## src/rtl/booth_radix4_digit_decoder_pkg.sv

```systemverilog
// ============================================================================
//  Module  : booth_pkg
//  Brief   : Shared Booth digit types, magnitude codes and decoder FSM states.
//  Rev     : 1.0  initial release
// ============================================================================
`default_nettype none

package booth_pkg;

    typedef struct packed {
        logic       sign;
        logic [1:0] b;
    } booth_digit_t;

    typedef enum logic [1:0] {
        BOOTH_ZERO = 2'b00,
        BOOTH_ONE  = 2'b01,
        BOOTH_TWO  = 2'b10
    } booth_mag_e;

    typedef enum logic [1:0] {
        IDLE  = 2'd0,
        ACCUM = 2'd1,
        DONE  = 2'd2
    } dec_state_t;

    // Codes an encoder never emits: magnitude 3, or a negative zero.
    function automatic logic booth_digit_illegal(booth_digit_t d);
        return (d.b == 2'b11) || (d.sign && (d.b == 2'b00));
    endfunction

endpackage

`default_nettype wire

```

## src/rtl/booth_radix4_digit_decoder_if.sv

```systemverilog
// ============================================================================
//  Module  : booth_radix4_digit_decoder_if
//  Brief   : Digit-in / product-out valid-ready bundle for the Booth decoder.
//  Rev     : 1.0  initial release
// ============================================================================
`default_nettype none

interface booth_radix4_digit_decoder_if #(
    parameter int WIDTH = 8
) ();
    localparam int PW = 2 * WIDTH;

    logic             in_valid;
    logic             in_ready;
    logic [WIDTH-1:0] mcand;
    logic [1:0]       dig_b;
    logic             dig_sign;
    logic             out_valid;
    logic             out_ready;
    logic [PW-1:0]    product;
    logic             err;

    modport master (
        output in_valid, mcand, dig_b, dig_sign, out_ready,
        input  in_ready, out_valid, product, err
    );

    modport slave (
        input  in_valid, mcand, dig_b, dig_sign, out_ready,
        output in_ready, out_valid, product, err
    );
endinterface

`default_nettype wire

```

## src/rtl/booth_radix4_digit_decoder_pp_gen.sv

```systemverilog
// ============================================================================
//  Module  : booth_pp_gen
//  Brief   : Combinational Booth digit + multiplicand -> sign-extended PW-bit
//            partial product (0, +/-M, +/-2M).
//  Rev     : 1.0  initial release
// ============================================================================
`default_nettype none

module booth_pp_gen
    import booth_pkg::*;
#(
    parameter int WIDTH = 8,
    parameter int PW    = 2 * WIDTH
) (
    input  wire logic [WIDTH-1:0] i_mcand,
    input  wire booth_digit_t     i_digit,
    output logic [PW-1:0]         o_pp
);

    logic [WIDTH:0] w_mag;
    logic [PW-1:0]  w_mag_ext;

    // One extra bit keeps 2*(-2^(WIDTH-1)) exact.
    always_comb begin
        w_mag = '0;
        case (i_digit.b)
            BOOTH_ONE: w_mag = {i_mcand[WIDTH-1], i_mcand};
            BOOTH_TWO: w_mag = {i_mcand, 1'b0};
            default:   w_mag = '0;
        endcase
    end

    // Negate only after widening: -(-2^WIDTH) does not fit in WIDTH+1 bits.
    assign w_mag_ext = {{(PW-WIDTH-1){w_mag[WIDTH]}}, w_mag};
    assign o_pp      = i_digit.sign ? (PW'(0) - w_mag_ext) : w_mag_ext;

endmodule

`default_nettype wire

```

## src/rtl/booth_radix4_digit_decoder.sv

```systemverilog
// ============================================================================
//  Module  : booth_radix4_digit_decoder
//  Brief   : Serial radix-4 Booth digit decoder/accumulator, LSB digit first,
//            emitting the exact signed product M*Y. Optional sticky illegal-
//            digit flag enabled by macro BOOTH_DIGIT_CHECK_EN.
//  Rev     : 1.0  initial release
// ============================================================================
`default_nettype none

module booth_radix4_digit_decoder
    import booth_pkg::*;
#(
    parameter int WIDTH = 8
) (
    input  wire logic                  clk,
    input  wire logic                  rst,
    booth_radix4_digit_decoder_if.slave bus
);

    localparam int NDIG = WIDTH / 2;
    localparam int PW   = 2 * WIDTH;
    localparam int CW   = $clog2(NDIG) + 1;

    localparam logic [1:0] S_IDLE  = IDLE;
    localparam logic [1:0] S_ACCUM = ACCUM;
    localparam logic [1:0] S_DONE  = DONE;

    localparam logic [CW-1:0] C_LAST = CW'(NDIG - 1);

    logic [1:0]       r_state;
    logic [PW-1:0]    r_acc;
    logic [CW-1:0]    r_cnt;
    logic [WIDTH-1:0] r_m;

    logic             w_in_ready;
    logic             w_beat;
    logic [WIDTH-1:0] w_m_sel;
    logic [PW-1:0]    w_pp;
    booth_digit_t     w_digit;

    assign w_in_ready = (r_state != S_DONE);
    assign w_beat     = bus.in_valid & w_in_ready;
    assign w_digit    = '{sign: bus.dig_sign, b: bus.dig_b};
    // The first beat decodes against the live multiplicand; later beats use the captured copy.
    assign w_m_sel    = (r_state == S_IDLE) ? bus.mcand : r_m;

    booth_pp_gen #(
        .WIDTH (WIDTH),
        .PW    (PW)
    ) u_pp_gen (
        .i_mcand (w_m_sel),
        .i_digit (w_digit),
        .o_pp    (w_pp)
    );

    always_ff @(posedge clk) begin
        if (rst) begin
            r_state <= S_IDLE;
            r_acc   <= '0;
            r_cnt   <= '0;
            r_m     <= '0;
        end else begin
            case (r_state)
                S_IDLE: begin
                    if (w_beat) begin
                        r_m     <= bus.mcand;
                        r_acc   <= w_pp;
                        r_cnt   <= CW'(1);
                        r_state <= S_ACCUM;
                    end
                end
                S_ACCUM: begin
                    if (w_beat) begin
                        r_acc <= r_acc + (w_pp << {r_cnt, 1'b0});
                        r_cnt <= r_cnt + CW'(1);
                        if (r_cnt == C_LAST) begin
                            r_state <= S_DONE;
                        end
                    end
                end
                S_DONE: begin
                    if (bus.out_ready) begin
                        r_cnt   <= '0;
                        r_state <= S_IDLE;
                    end
                end
                default: r_state <= S_IDLE;
            endcase
        end
    end

`ifdef BOOTH_DIGIT_CHECK_EN
    logic r_err;

    // First beat restarts the flag, so nothing leaks across operations.
    always_ff @(posedge clk) begin
        if (rst) begin
            r_err <= 1'b0;
        end else if (r_state == S_DONE) begin
            if (bus.out_ready) begin
                r_err <= 1'b0;
            end
        end else if (w_beat) begin
            r_err <= booth_digit_illegal(w_digit) | ((r_state == S_ACCUM) & r_err);
        end
    end

    assign bus.err = r_err;
`else
    assign bus.err = 1'b0;
`endif

    assign bus.in_ready  = w_in_ready;
    assign bus.out_valid = (r_state == S_DONE);
    assign bus.product   = r_acc;

endmodule

`default_nettype wire

```

## src/flat_wrapper.sv

```systemverilog
// flat-port wrapper written by rule: the top's interface ports become plain ports
module booth_radix4_digit_decoder_flat import booth_pkg::*;
#(
    parameter int WIDTH = 8
)
  (clk, rst, bus_in_valid, bus_mcand, bus_dig_b, bus_dig_sign, bus_out_ready, bus_in_ready, bus_out_valid, bus_product, bus_err);
  booth_radix4_digit_decoder_if #(.WIDTH(WIDTH)) bus_i ();
  input  wire logic clk;
  input  wire logic rst;
  input wire logic [$bits(bus_i.in_valid)-1:0] bus_in_valid;
  input wire logic [$bits(bus_i.mcand)-1:0] bus_mcand;
  input wire logic [$bits(bus_i.dig_b)-1:0] bus_dig_b;
  input wire logic [$bits(bus_i.dig_sign)-1:0] bus_dig_sign;
  input wire logic [$bits(bus_i.out_ready)-1:0] bus_out_ready;
  output wire logic [$bits(bus_i.in_ready)-1:0] bus_in_ready;
  output wire logic [$bits(bus_i.out_valid)-1:0] bus_out_valid;
  output wire logic [$bits(bus_i.product)-1:0] bus_product;
  output wire logic [$bits(bus_i.err)-1:0] bus_err;
  assign bus_i.in_valid = bus_in_valid;
  assign bus_i.mcand = bus_mcand;
  assign bus_i.dig_b = bus_dig_b;
  assign bus_i.dig_sign = bus_dig_sign;
  assign bus_i.out_ready = bus_out_ready;
  assign bus_in_ready = bus_i.in_ready;
  assign bus_out_valid = bus_i.out_valid;
  assign bus_product = bus_i.product;
  assign bus_err = bus_i.err;
  booth_radix4_digit_decoder #(.WIDTH(WIDTH)) u_core (.clk(clk), .rst(rst), .bus(bus_i));
endmodule
```

## config.mk

```make
export PLATFORM = sky130hd
export DESIGN_NAME = booth_radix4_digit_decoder_flat
export DESIGN_NICKNAME = d
export VERILOG_FILES = /design/src/rtl/booth_radix4_digit_decoder_pkg.sv /design/src/rtl/booth_radix4_digit_decoder_if.sv /design/src/rtl/booth_radix4_digit_decoder_pp_gen.sv /design/src/rtl/booth_radix4_digit_decoder.sv /design/src/flat_wrapper.sv
export SDC_FILE = /design/constraint.sdc
export NUM_CORES = 1
export LEC_CHECK = 0
export ABC_AREA = 1
export BUFFER_PORTS_ARGS = -buffer_cell sky130_fd_sc_hd__clkbuf_2
export CAP_MARGIN = 30
export CORE_ASPECT_RATIO = 1.4
export CORE_MARGIN = 2
export CORE_UTILIZATION = 30
export CTS_CLUSTER_DIAMETER = 120
export DETAILED_ROUTE_END_ITERATION = 7
export GPL_TIMING_DRIVEN = 0
export PLACE_DENSITY = 0.48
export SLEW_MARGIN = 20
export SYNTH_ARGS = -nofsm -noshare
export SYNTH_HDL_FRONTEND = slang
export SYNTH_SLANG_ARGS = --single-unit
```

## constraint.sdc

```tcl
create_clock -name clk -period 11.3 [get_ports clk]
set_input_delay 2.26 -clock clk [delete_from_list [all_inputs] [get_ports clk]]
set_output_delay 2.26 -clock clk [all_outputs]
set_load 0.005 [all_outputs]
```

==> flow_summary.yaml <==
run_status:
  status: "finished clean"
timing:
  finalCritPeriodShare: 0.530
  setup_ws_ns: 5.31
  rsz0062_at_grt: "no"
  worst_pin_slew_ns: 0.603
  finalHoldViolations: 0
  drv_slew: 0
  setup_viol: 0
  period_needed_ns: 5.99
  max_slew_margin: 0.598
  fin_tns_setup_ns: 0
  fmax_ghz: 0.167
  fin_hold_ws_ns: 0.467
  finalClockSkew_ns: 0.00737
clock_tree:
  clockBufferDepth: 2
  cts-root-buf: "clkbuf_16"
  cts.sinks: 29
  cts_tree: "built"
  insertion_delay_ns: 0.28
  clk_pin_slew_ns: 0.05
  numCtsBuffers: 5
  htreeDepth: 2
  ctsResizeCount: 0
  postCtsHoldBufs: 0
  postCtsSetupBuffers: 0
yosys:
  ys_dominant_reg_cell: "dfxtp_1"
  yosysWarnings: 0
  synth-edff-count: 0
  ys_ff_latch: 29
  yosysTopAreaCellShare: 0.187
  synthesis.nets: 501
  synth_area_leader_cell: "dfxtp_1"
  netlist_area_mm2: 0.00310
  async_reset_ff_frac: 0
  yosysSeqAreaShare: 0.187
  synthDistinctLibCells: 50
  syn_avg_cell_area_um2: 6.76
  synthCells: 458
  yosys-top-cells-count: "nand2_1, inv_1, nor2_1"
  synthTopCellsByArea: "dfxtp_1, ha_1, nand2_1"
  yosysMostFrequentCell: "nand2_1"
grt:
  grt_pass1_vias: 2863
  grt-ovfl-total: 0
  grt_pass1_wl_um: 14100
  grt_antenna_before_repair: 0
  groute.usage.overall: 0.156
  grt_start_max_net_pins: 11
setup_path:
  worst_path_most_repeated_cell: "nand3_2"
  worstPathCellList: "clkbuf_2, inv_1, ha_1, inv_2, nand3_2, ha_1, nand3_2, nand2_2, xnor2_1, o21ai_1, o21ai_0, nor2_1, ha_1, a21o_1, a21boi_1, nand2_1, nand3_1, nand2_1, a21oi_1, xor2_1, inv_1, nand3_2, nand3_2, a21oi_2"
  crit_required_ns: 11.52
  startpoint_type: "input pin"
  arrival_ns: 6.21
  rr_endpoint: "u_core.bus.product[15]"
  crit_path_end_kind: "register"
  worstSetupPathType: "in -> reg"
  cp_slowest_cell: "xnor2_1"
  r2r_start: "u_core.r_state[0]"
  rrSetupSlack_ns: 6.97
  crit_path_start: "bus_dig_b[0]"
  endpoint: "u_core.bus.product[15]"
  cp_slowest_stage_delay_ns: 0.38
  ff2ff_path_depth: 27
  critPathMaxFanout: 10
finish:
  finalNetCount: 538
  drive_gt1_frac: 0.246
  diodes: 0
  fin_area_mm2: 0.00359
  area.growth.synth_to_final_pct: 15.9
drt:
  via_per_inst: 4.76
  wirelength_um: 8510
  vias: 3003
  firstDrtPassIters: 6
  drt-wirelength-per-cell_um: 13.5
  ant_nets: 0
  drc_errors: 0
  drt-initial-drc-count: 186
pwr:
  power.total_mw: 1.16
  peakVddDrop_v: 0.000128
  p_leak_nw: 1.82
  pwr_density_cell_mw_per_mm2: 323
min_path:
  hp-class: "reg -> reg"
  holdPathStages: 2
floorplan:
  fp-row-count: 43
  die_h_um: 124
  coreArea_mm2: 0.0100
  die_w_um: 89.9
  die-area_mm2: 0.0112
  ioPinCount: 34
  start_util: 0.310
placement:
  dp_slack_ns: 5.01
  hpwl_um: 6880
  post_dp_cell_area_mm2: 0.00342
  port_buffers: 30
  gp_congestion: 0.927
flow_run:
  maxCapViolations: 0
[kinds of logic (layout without fill, tap and decap cells)]
family,Yosys count,after routing,share of synthesized area
buffers and inverters,82,120,0.107
adder cells (fa/ha/maj),28,28,0.116
AO/OA/AOI/OAI,111,111,0.242
flip-flops,29,29,0.187
XOR/XNOR,14,14,0.0444
other,1,1,0.00121
AND/OR/NAND/NOR,193,193,0.303
[placed cells by master, fill, tap and decap left out, drive strengths merged]
cell | Yosys | final
bufinv | 0 | 1
nand4 | 4 | 4
inv | 65 | 65
ha | 27 | 27
o21a | 2 | 2
buf | 6 | 6
or2 | 2 | 2
o21bai | 1 | 1
clkbuf | 10 | 47
clkinv | 1 | 1
xor2 | 6 | 6
dfxtp | 29 | 29
o2111ai | 1 | 1
conb | 1 | 1
nor3 | 1 | 1
a21boi | 1 | 1
o211ai | 12 | 12
nor2 | 33 | 33
xnor2 | 8 | 8
a211oi | 11 | 11
a21o | 1 | 1
a31oi | 6 | 6
o31ai | 1 | 1
a21oi | 32 | 32
a22oi | 2 | 2
nand2 | 113 | 113
o21ai | 41 | 41
nand3 | 40 | 40
fa | 1 | 1
[per-layer routing]
layer  vias to the layer above  GRT usage  wire (um)
met4                         0     0.0624        202
met2                        49      0.278       4260
li1                       1598          -          -
met5                         -          0          0
met1                      1344      0.185       3790
met3                        12     0.0242        263
[final cells by class]
class | instances | area, um^2
fill | 1141 | 6420
multi-input combinational | 347 | 2190
sequential | 29 | 581
inverter | 66 | 253
tap | 135 | 169
timing repair buffer | 30 | 150
clock buffer | 7 | 143
buffer | 16 | 77.6
clock inverter | 1 | 30.0
[worst min-delay path by stage]
stage	from	endpoint	slack [ns]
after global routing	u_core.r_m[0]	u_core.r_m[0]	0.49
after detailed placement	u_core.r_m[0]	u_core.r_m[0]	0.45
after global placement	u_core.r_m[0]	u_core.r_m[0]	0.45
after floorplan	u_core.r_m[3]	u_core.r_m[3]	0.44
final	u_core.r_m[0]	u_core.r_m[0]	0.47
after CTS	u_core.r_m[0]	u_core.r_m[0]	0.46
[sequential cells by signal, summed over array words and instances (netlist names)]
name and cells:
u_core.r_m 8, u_core.r_state 2, u_core.r_cnt 3, u_core.bus.product 16
[power breakdown]
part           internal (mW)  switching, mW
Sequential             0.143         0.0316
Combinational          0.292          0.531
Clock                  0.110         0.0515
[through the flow]
stage / utilization / std cells
after CTS: 0.359 / 631
after global placement: 0.341 / 623
final: 0.359 / 631
after global routing: 0.359 / 631
after floorplan: - / 458
after detailed placement: 0.341 / 623
[critical path, delay by kind of cell]
family	cells	cell delay [ns]
adders and majority gates	3	0.95
and+or+nand+nor	9	0.88
buffers and inverters	4	0.46
AOI/OAI and AO/OA	6	1.07
xor gates and xnor gates	2	0.58
Note: power is estimated with default switching activity, not from simulation.
